<file path="config.mk">
export PLATFORM = sky130hd
export DESIGN_NAME = itch_message_encoder
export DESIGN_NICKNAME = d
export VERILOG_FILES = /design/src/rtl/itch_message_encoder.sv
export SDC_FILE = /design/constraint.sdc
export NUM_CORES = 1
export LEC_CHECK = 0
export ABC_AREA = 1
export CORE_MARGIN = 2
export CORE_UTILIZATION = 35
export CTS_BUF_LIST = sky130_fd_sc_hd__clkbuf_16
export DETAILED_ROUTE_END_ITERATION = 7
export GPL_ROUTABILITY_DRIVEN = 1
export SYNTH_ARGS = -nofsm -noshare
export SYNTH_HDL_FRONTEND = slang
export SYNTH_SLANG_ARGS = --single-unit
export TNS_END_PERCENT = 1
</file>
<file path="constraint.sdc">
create_clock -name clk -period 2.3 [get_ports clk]
set_input_delay 0.23 -clock clk [delete_from_list [all_inputs] [get_ports clk]]
set_output_delay 0.23 -clock clk [all_outputs]
set_load 0.01 [all_outputs]
</file>
<file path="src/rtl/itch_message_encoder.sv">
// ITCH 5.0 message encoder: one request in, big-endian byte stream out.
// Frames are built whole at acceptance and shifted out a byte at a time.
module itch_message_encoder #(
  parameter int GAP_CYCLES = 0,
  parameter int CNT_W      = 32
) (
  input  logic             clk,
  input  logic             rst,
  input  logic             msg_valid,
  output logic             msg_ready,
  input  logic [7:0]       msg_type,
  input  logic [15:0]      msg_locate,
  input  logic [15:0]      msg_tracking,
  input  logic [47:0]      msg_timestamp,
  input  logic [63:0]      msg_order_ref,
  input  logic [63:0]      msg_new_order_ref,
  input  logic             msg_side,
  input  logic [31:0]      msg_shares,
  input  logic [31:0]      msg_price,
  input  logic [63:0]      msg_stock_symbol,
  input  logic [63:0]      msg_match_id,
  output logic [7:0]       byte_out,
  output logic             valid_out,
  input  logic             out_ready,
  output logic             msg_start,
  output logic             msg_end,
  output logic             type_error,
  output logic [CNT_W-1:0] msg_count
);

  localparam logic [1:0] S_IDLE = 2'd0;
  localparam logic [1:0] S_SEND = 2'd1;
  localparam logic [1:0] S_GAP  = 2'd2;

  localparam int GW = (GAP_CYCLES > 1) ? $clog2(GAP_CYCLES) : 1;
  localparam logic [GW-1:0] GAP_LAST =
    GW'((GAP_CYCLES > 0) ? GAP_CYCLES - 1 : 0);

  logic [1:0]       state_q, state_d;
  logic [5:0]       idx_q, idx_d;
  logic [5:0]       len_q, len_d;
  logic [GW-1:0]    gap_q, gap_d;
  logic [351:0]     buf_q, buf_d;
  logic             terr_q, terr_d;
  logic [CNT_W-1:0] cnt_q, cnt_d;

  logic [87:0]  hdr;
  logic [7:0]   side_b;
  logic [351:0] pkt;
  logic [5:0]   plen;
  logic         ok;
  logic         send;
  logic         last;

  // Assemble the full left-aligned frame and its length from the request.
  always_comb begin
    hdr    = {msg_type, msg_locate, msg_tracking, msg_timestamp};
    side_b = msg_side ? 8'h53 : 8'h42;
    pkt    = '0;
    plen   = '0;
    ok     = 1'b1;
    case (msg_type)
      8'h41: begin
        pkt  = {hdr, msg_order_ref, side_b, msg_shares,
                msg_stock_symbol, msg_price, 64'd0};
        plen = 6'd36;
      end
      8'h58: begin
        pkt  = {hdr, msg_order_ref, msg_shares, 168'd0};
        plen = 6'd23;
      end
      8'h44: begin
        pkt  = {hdr, msg_order_ref, 200'd0};
        plen = 6'd19;
      end
      8'h55: begin
        pkt  = {hdr, msg_order_ref, msg_new_order_ref,
                msg_shares, msg_price, 72'd0};
        plen = 6'd35;
      end
      8'h45: begin
        pkt  = {hdr, msg_order_ref, msg_shares,
                msg_match_id, 104'd0};
        plen = 6'd31;
      end
      8'h50: begin
        pkt  = {hdr, msg_order_ref, side_b, msg_shares,
                msg_stock_symbol, msg_price, msg_match_id};
        plen = 6'd44;
      end
      default: ok = 1'b0;
    endcase
  end

  assign send = (state_q == S_SEND);
  assign last = (idx_q == len_q - 6'd1);

  // Next-state logic for the IDLE / SEND / GAP sequencer.
  always_comb begin
    state_d = state_q;
    idx_d   = idx_q;
    len_d   = len_q;
    gap_d   = gap_q;
    buf_d   = buf_q;
    cnt_d   = cnt_q;
    terr_d  = 1'b0;
    case (state_q)
      S_IDLE: begin
        if (msg_valid) begin
          if (ok) begin
            buf_d   = pkt;
            len_d   = plen;
            idx_d   = '0;
            state_d = S_SEND;
          end else begin
            terr_d = 1'b1;
          end
        end
      end
      S_SEND: begin
        if (out_ready) begin
          buf_d = {buf_q[343:0], 8'h00};
          idx_d = idx_q + 6'd1;
          if (last) begin
            idx_d   = '0;
            gap_d   = '0;
            cnt_d   = cnt_q + CNT_W'(1);
            state_d = (GAP_CYCLES > 0) ? S_GAP : S_IDLE;
          end
        end
      end
      S_GAP: begin
        gap_d = gap_q + GW'(1);
        if (gap_q == GAP_LAST) begin
          gap_d   = '0;
          state_d = S_IDLE;
        end
      end
      default: state_d = S_IDLE;
    endcase
  end

  // State registers with synchronous active-low reset.
  always_ff @(posedge clk) begin
    if (!rst) begin
      state_q <= S_IDLE;
      idx_q   <= '0;
      len_q   <= '0;
      gap_q   <= '0;
      buf_q   <= '0;
      terr_q  <= 1'b0;
      cnt_q   <= '0;
    end else begin
      state_q <= state_d;
      idx_q   <= idx_d;
      len_q   <= len_d;
      gap_q   <= gap_d;
      buf_q   <= buf_d;
      terr_q  <= terr_d;
      cnt_q   <= cnt_d;
    end
  end

  assign msg_ready  = rst && (state_q == S_IDLE);
  assign valid_out  = send;
  assign byte_out   = send ? buf_q[351:344] : 8'h00;
  assign msg_start  = send && (idx_q == 6'd0);
  assign msg_end    = send && last;
  assign type_error = terr_q;
  assign msg_count  = cnt_q;

endmodule

</file>
Word level (Yosys, flattened, before mapping)
Cells that the tools add are included.
- mux-type cells: 25
- reduce and logical (&&, ||, !) cells: 14
- add/subtract/negate cells: 4
- equality and inequality tests: 14
- operator list (cell ; number):
    $pmux 352 s6 ; 1
    $mux 352 ; 3
    $pmux 352 s2 ; 1
    $eq 8x7->1 const B ; 6
    $pmux 6 s6 ; 1
    $add 32x1->32 const B ; 1
    $mux 6 ; 4
    $pmux 6 s2 ; 1
    $reduce_and 3->1 ; 4
    $mux 2 ; 5
    $mux 8 ; 1
    $ne 2x2->1 const B ; 4
    $add 6x1->6 const B ; 1
    $eq 6x6->1 ; 1
    $logic_not 6->1 ; 1
    $pmux 2 s3 ; 1
    $reduce_or 6->1 ; 1
    $sub 6x1->6 const B ; 1
    $mux 1 ; 5
    $mux 5 ; 1
    $reduce_and 5->1 ; 1
    $reduce_and 4->1 ; 1
    $reduce_bool 2->1 ; 2
    $logic_and 1x1->1 ; 3
    other kinds (6) ; 6
- register bits: 400
- bits of input ports: 413
- output and inout bits: 45

Longest topological paths before layout
- word-level depth: 6
- gate-level depth with buffers: 13

Least setup slack after synthesis
No wires, ideal clock.
- path kind: register to register
- from: register len_q[1]
- to: register cnt_q[31], in the netlist msg_count[31]
- path slack: 561 ps
- library setup time: 72 ps
- stages on the path, launching flop included: 11
- period minus slack after synthesis: 1739 ps
- data arrival time: 1667 ps
- cells stage by stage: dfxtp_1 > inv_1 > ha_1 > xor2_1 > nand2_1 > a21oi_1 > nand3_1 > inv_1 > buf_2 > nand2_1 > a21oi_1
- word-level cells in the longest chain between the ends: 3
- ends and longest elaborated chain (what ; RTL line ; text):
    from (decl) ; 41 ; logic [5:0] len_q, len_d;
    from (signal assigned) ; 156 ; len_q <= len_d;
    $sub 6x1->6 ; 96 ; assign last = (idx_q == len_q - 6'd1);
    $eq 6x6->1 ; 96 ;
    $reduce_and 3->1 (no source line) ; n/a ;
    to (signal assigned) ; 160 ; cnt_q <= cnt_d;
    to (decl) ; 45 ; logic [CNT_W-1:0] cnt_q, cnt_d;
Every way passes these cells.
A chain may end at the register's enable or synchronous reset.

Worst setup path after layout
- from: register len_q[1]
- to: output port msg_end
- word-level cells in the longest chain between the ends: 3
- ends and longest elaborated chain (what ; RTL line ; text):
    $sub 6x1->6 ; 96 ;
    $eq 6x6->1 ; 96 ;
    $logic_and 1x1->1 ; 168 ; assign msg_end = send && last;
    to (decl) ; 26 ; output logic msg_end,
Every way passes these cells.

==> flow_summary.json <==
{
  "min_period_over_period": 0.9739,
  "fillCellCount": 7301,
  "worstPathMaxFanout": 3,
  "p_leak_uw": 0.01536,
  "cts-root-buf": "clkbuf_16",
  "tritoncts": "yes",
  "synth-seq-cells": 397,
  "multi_input_area_mm2": 0.01446,
  "ys_seq_area_frac": 0.3265,
  "place.gp.congestion": 0.9650,
  "irDropWorstVdd_v": 0.0004484,
  "slew_headroom": 0.4909,
  "hp-start": "rst",
  "synth_top_family_by_area": "simple AND/OR/NAND/NOR gates",
  "final_nets": 4925,
  "fp.dieW_um": 267.7,
  "hpwlAfterDp_um": 68350,
  "synth_largest_area_cell": "dfxtp_1",
  "drc": 0,
  "synthCells": 4168,
  "grt.total_usage": 0.2607,
  "postSynthAreaPerCell_um2": 5.841,
  "synth_flop_cell": "dfxtp_1",
  "worstReg2RegStart": "state_q[0]",
  "tns_ps": 0,
  "met3WireLength_um": 6443,
  "hold_buffers": 0,
  "drv_cap": 0,
  "die_area_mm2": 0.07168,
  "synth_nets": 4585,
  "grt_overflow": 0,
  "final_cells": 5482,
  "wl_per_cell_um": 17.62,
  "yosys_warnings": 0,
  "clock-skew-final_ps": 14.02,
  "grt_pass1_vias": 25071,
  "status": "complete, no violations",
  "crit_required_ps": 2070,
  "power_density_mw_per_mm2": 500.9,
  "regArea_mm2": 0.007951,
  "cts_buffer_depth": 3,
  "clk_pin_slew_ps": 60,
  "dr.pass1.iters": 6,
  "io_pins": 458,
  "worst_slew_pin_slew_ps": 763.6,
  "dp_cells": 5384,
  "hold_class": "input pin to flip-flop",
  "cts_sinks": 397,
  "dpl_worst_slack_ps": -181.5,
  "route.met2.wl_um": 42540,
  "grt_pass1_wl_um": 146400,
  "layout_setup_ws_ps": 59.97,
  "synth_top_area_frac": 0.3265,
  "hold_violations": 0,
  "path_class": "flip-flop to output pin",
  "area_growth_pct": 31.92,
  "drt_wl_total_um": 96620,
  "timing.rr.end": "buf_q[280]",
  "placementRows": 96,
  "crit_path_top_delay_cell": "dfxtp_1",
  "path_delay_family": "flip-flops",
  "drt_iter0_drc": 2983,
  "clk_latency_ps": 590,
  "hold_depth": 4,
  "yosys.area_share.xor_xnor": 0.01079,
  "hold_slack_ps": 197.4,
  "layout-drive-gt1-share": 0.04931,
  "setup_viol": 0,
  "synthMuxAreaShare": 0,
  "worstPathCellList": "inv_1, ha_1, xor2_1, nand2_1, a21oi_2, nand2_1, nor2_1, buf_4",
  "htreeDepth": 2,
  "synth_edf_count": 0,
  "ys_async_sr_fraction": 0,
  "routed.top_layer": "met5",
  "hold_path_end": "buf_q[184]",
  "max_clock_freq_mhz": 446.4,
  "portBuffers": 457,
  "arrival_ps": 2010,
  "drt-met1-wl_um": 44090,
  "grt_max_degree": 147,
  "min_period_ps": 2240,
  "worstSetupStartpointType": "flip-flop",
  "synth_area_leaders": "dfxtp_1 (33%), nand2_1 (25%), nor2_1 (12%)",
  "rsz0062_at_grt": "true",
  "synth-simple-area-share": 0.5378,
  "initial_core_util": 0.3543,
  "synth_fa_ha_area_frac": 0.002056,
  "reg2regPathDepth": 9,
  "drtAntennaViolNets": 0,
  "cpPeakStageDelay_ps": 320,
  "viasPerCell": 4.984,
  "r2r_slack_ps": 330,
  "cp_common_cell": "nand2_1",
  "numCtsBuffers": 48,
  "num_vias": 27321,
  "yosysUniqueCellTypes": 30,
  "endpoint_kind": "output pin",
  "slew_viol_final": 0,
  "synth_compound_area_frac": 0.04030,
  "worst-path-buf-inv": 2,
  "die_y_um": 267.7,
  "p_total_uw": 16080,
  "synth_area_mm2": 0.02434,
  "antenna_found_initial": 12,
  "core_area_mm2": 0.06871
}
==> cell type report <==
cell class,count,area share
antenna,8,0.0006234
clock buffer,49,0.03818
clock inverter,36,0.007013
inverter,162,0.01917
multi-input combinational,3297,0.4503
sequential,397,0.2476
tap,931,0.03627
timing repair buffer,602,0.2008
==> metal layers <==
| metal | global-route usage | up-vias |
|---|---|---|
| li1 | - | 13752 |
| met1 | 0.3666 | 12426 |
| met2 | 0.4005 | 968 |
| met3 | 0.03825 | 165 |
| met4 | 0.1018 | 10 |
| met5 | 0 | - |
==> worst max path at each step <==
stage	startpoint	end	depth (start not counted)
finish	len_q[1]	msg_end	8
global placement	msg_type[4]	buf_q[264]	12
global route	len_q[1]	msg_end	8
CTS	state_q[0]	byte_out[6]	4
detailed placement	msg_type[1]	buf_q[111]	11
floorplan	len_q[1]	msg_count[31]	10
==> cell usage in the layout, fill, tap and decap left out, types with 2 or more instances in the layout <==
master and count:
nor2_4 5, o211ai_1 8, a21oi_1 44, dlygate4sd2_1 2
clkbuf_16 49, dfxtp_1 396, nand3_1 420, nor2_2 2
buf_8 2, clkdlybuf4s50_1 453, nand4_1 20, clkinv_1 16
nand2_1 1599, xor2_1 23, buf_12 62, diode_2 8
inv_1 169, ha_1 4, nand3b_1 250, nor2_1 760
bufinv_16 3, nor3_1 11, o21ai_0 133, inv_2 2
xnor2_1 7, nand2_4 2, clkinv_2 6, buf_4 82
==> cell usage after synthesis (2+ instances only) <==
master	count
dfxtp_1	397
a21oi_1	45
nand3_1	420
o21ai_0	133
xnor2_1	7
nand2_2	2
ha_1	4
inv_1	159
nor3_1	11
nand4_1	20
nand3b_1	250
buf_6	2
nand2_1	1601
o211ai_1	8
xor2_1	23
buf_4	30
clkbuf_1	180
buf_2	82
buf_1	18
inv_2	2
nor2_2	3
nor2_1	763
==> sequential cells by signal, summed over array words and instances, names as in the netlist <==
register / flops
len_q: 5
type_error: 1
msg_count: 32
buf_q: 352
state_q: 1
idx_q: 6
==> where the power goes <==
group          total (uW)  internal (uW)  switching [uW]
logic                1720            908             809
clock network        7310           4150            3150
registers            7060           7010            54.5
total               16100          12100            4020
==> worst register-to-register path: stages, from the launching register on <==
cell     delay (ps)
dfxtp_4         380
buf_4           160
inv_8           160
nand2_1         100
inv_1           290
a21oi_4         150
buf_12          190
buf_4           180
nor2_1          190
nor2_1           60
==> kinds of logic after synthesis <==
logic type,after synthesis
adders and majority gates,4
AOI/OAI and AO/OA,190
and+or+nand+nor,3073
xor gates and xnor gates,30
buffers and inverters,474
DFF,397
==> metrics by stage <==
| step | area, um2 | utilization |
|---|---|---|
| after floorplan | 24340 | - |
| after global placement | 30590 | 0.4453 |
| after detailed placement | 30590 | 0.4453 |
| after CTS | 32050 | 0.4665 |
| after global routing | 32110 | 0.4674 |
| final | 32110 | 0.4674 |
==> repair_timing <==
item	in CTS	in global routing
endpoints found under the setup margin	6	4
gates resized for setup	10	2
pin swaps	0	0
buffers inserted	0	5
cloned	0	0
(Power assumes the default switching activity.)
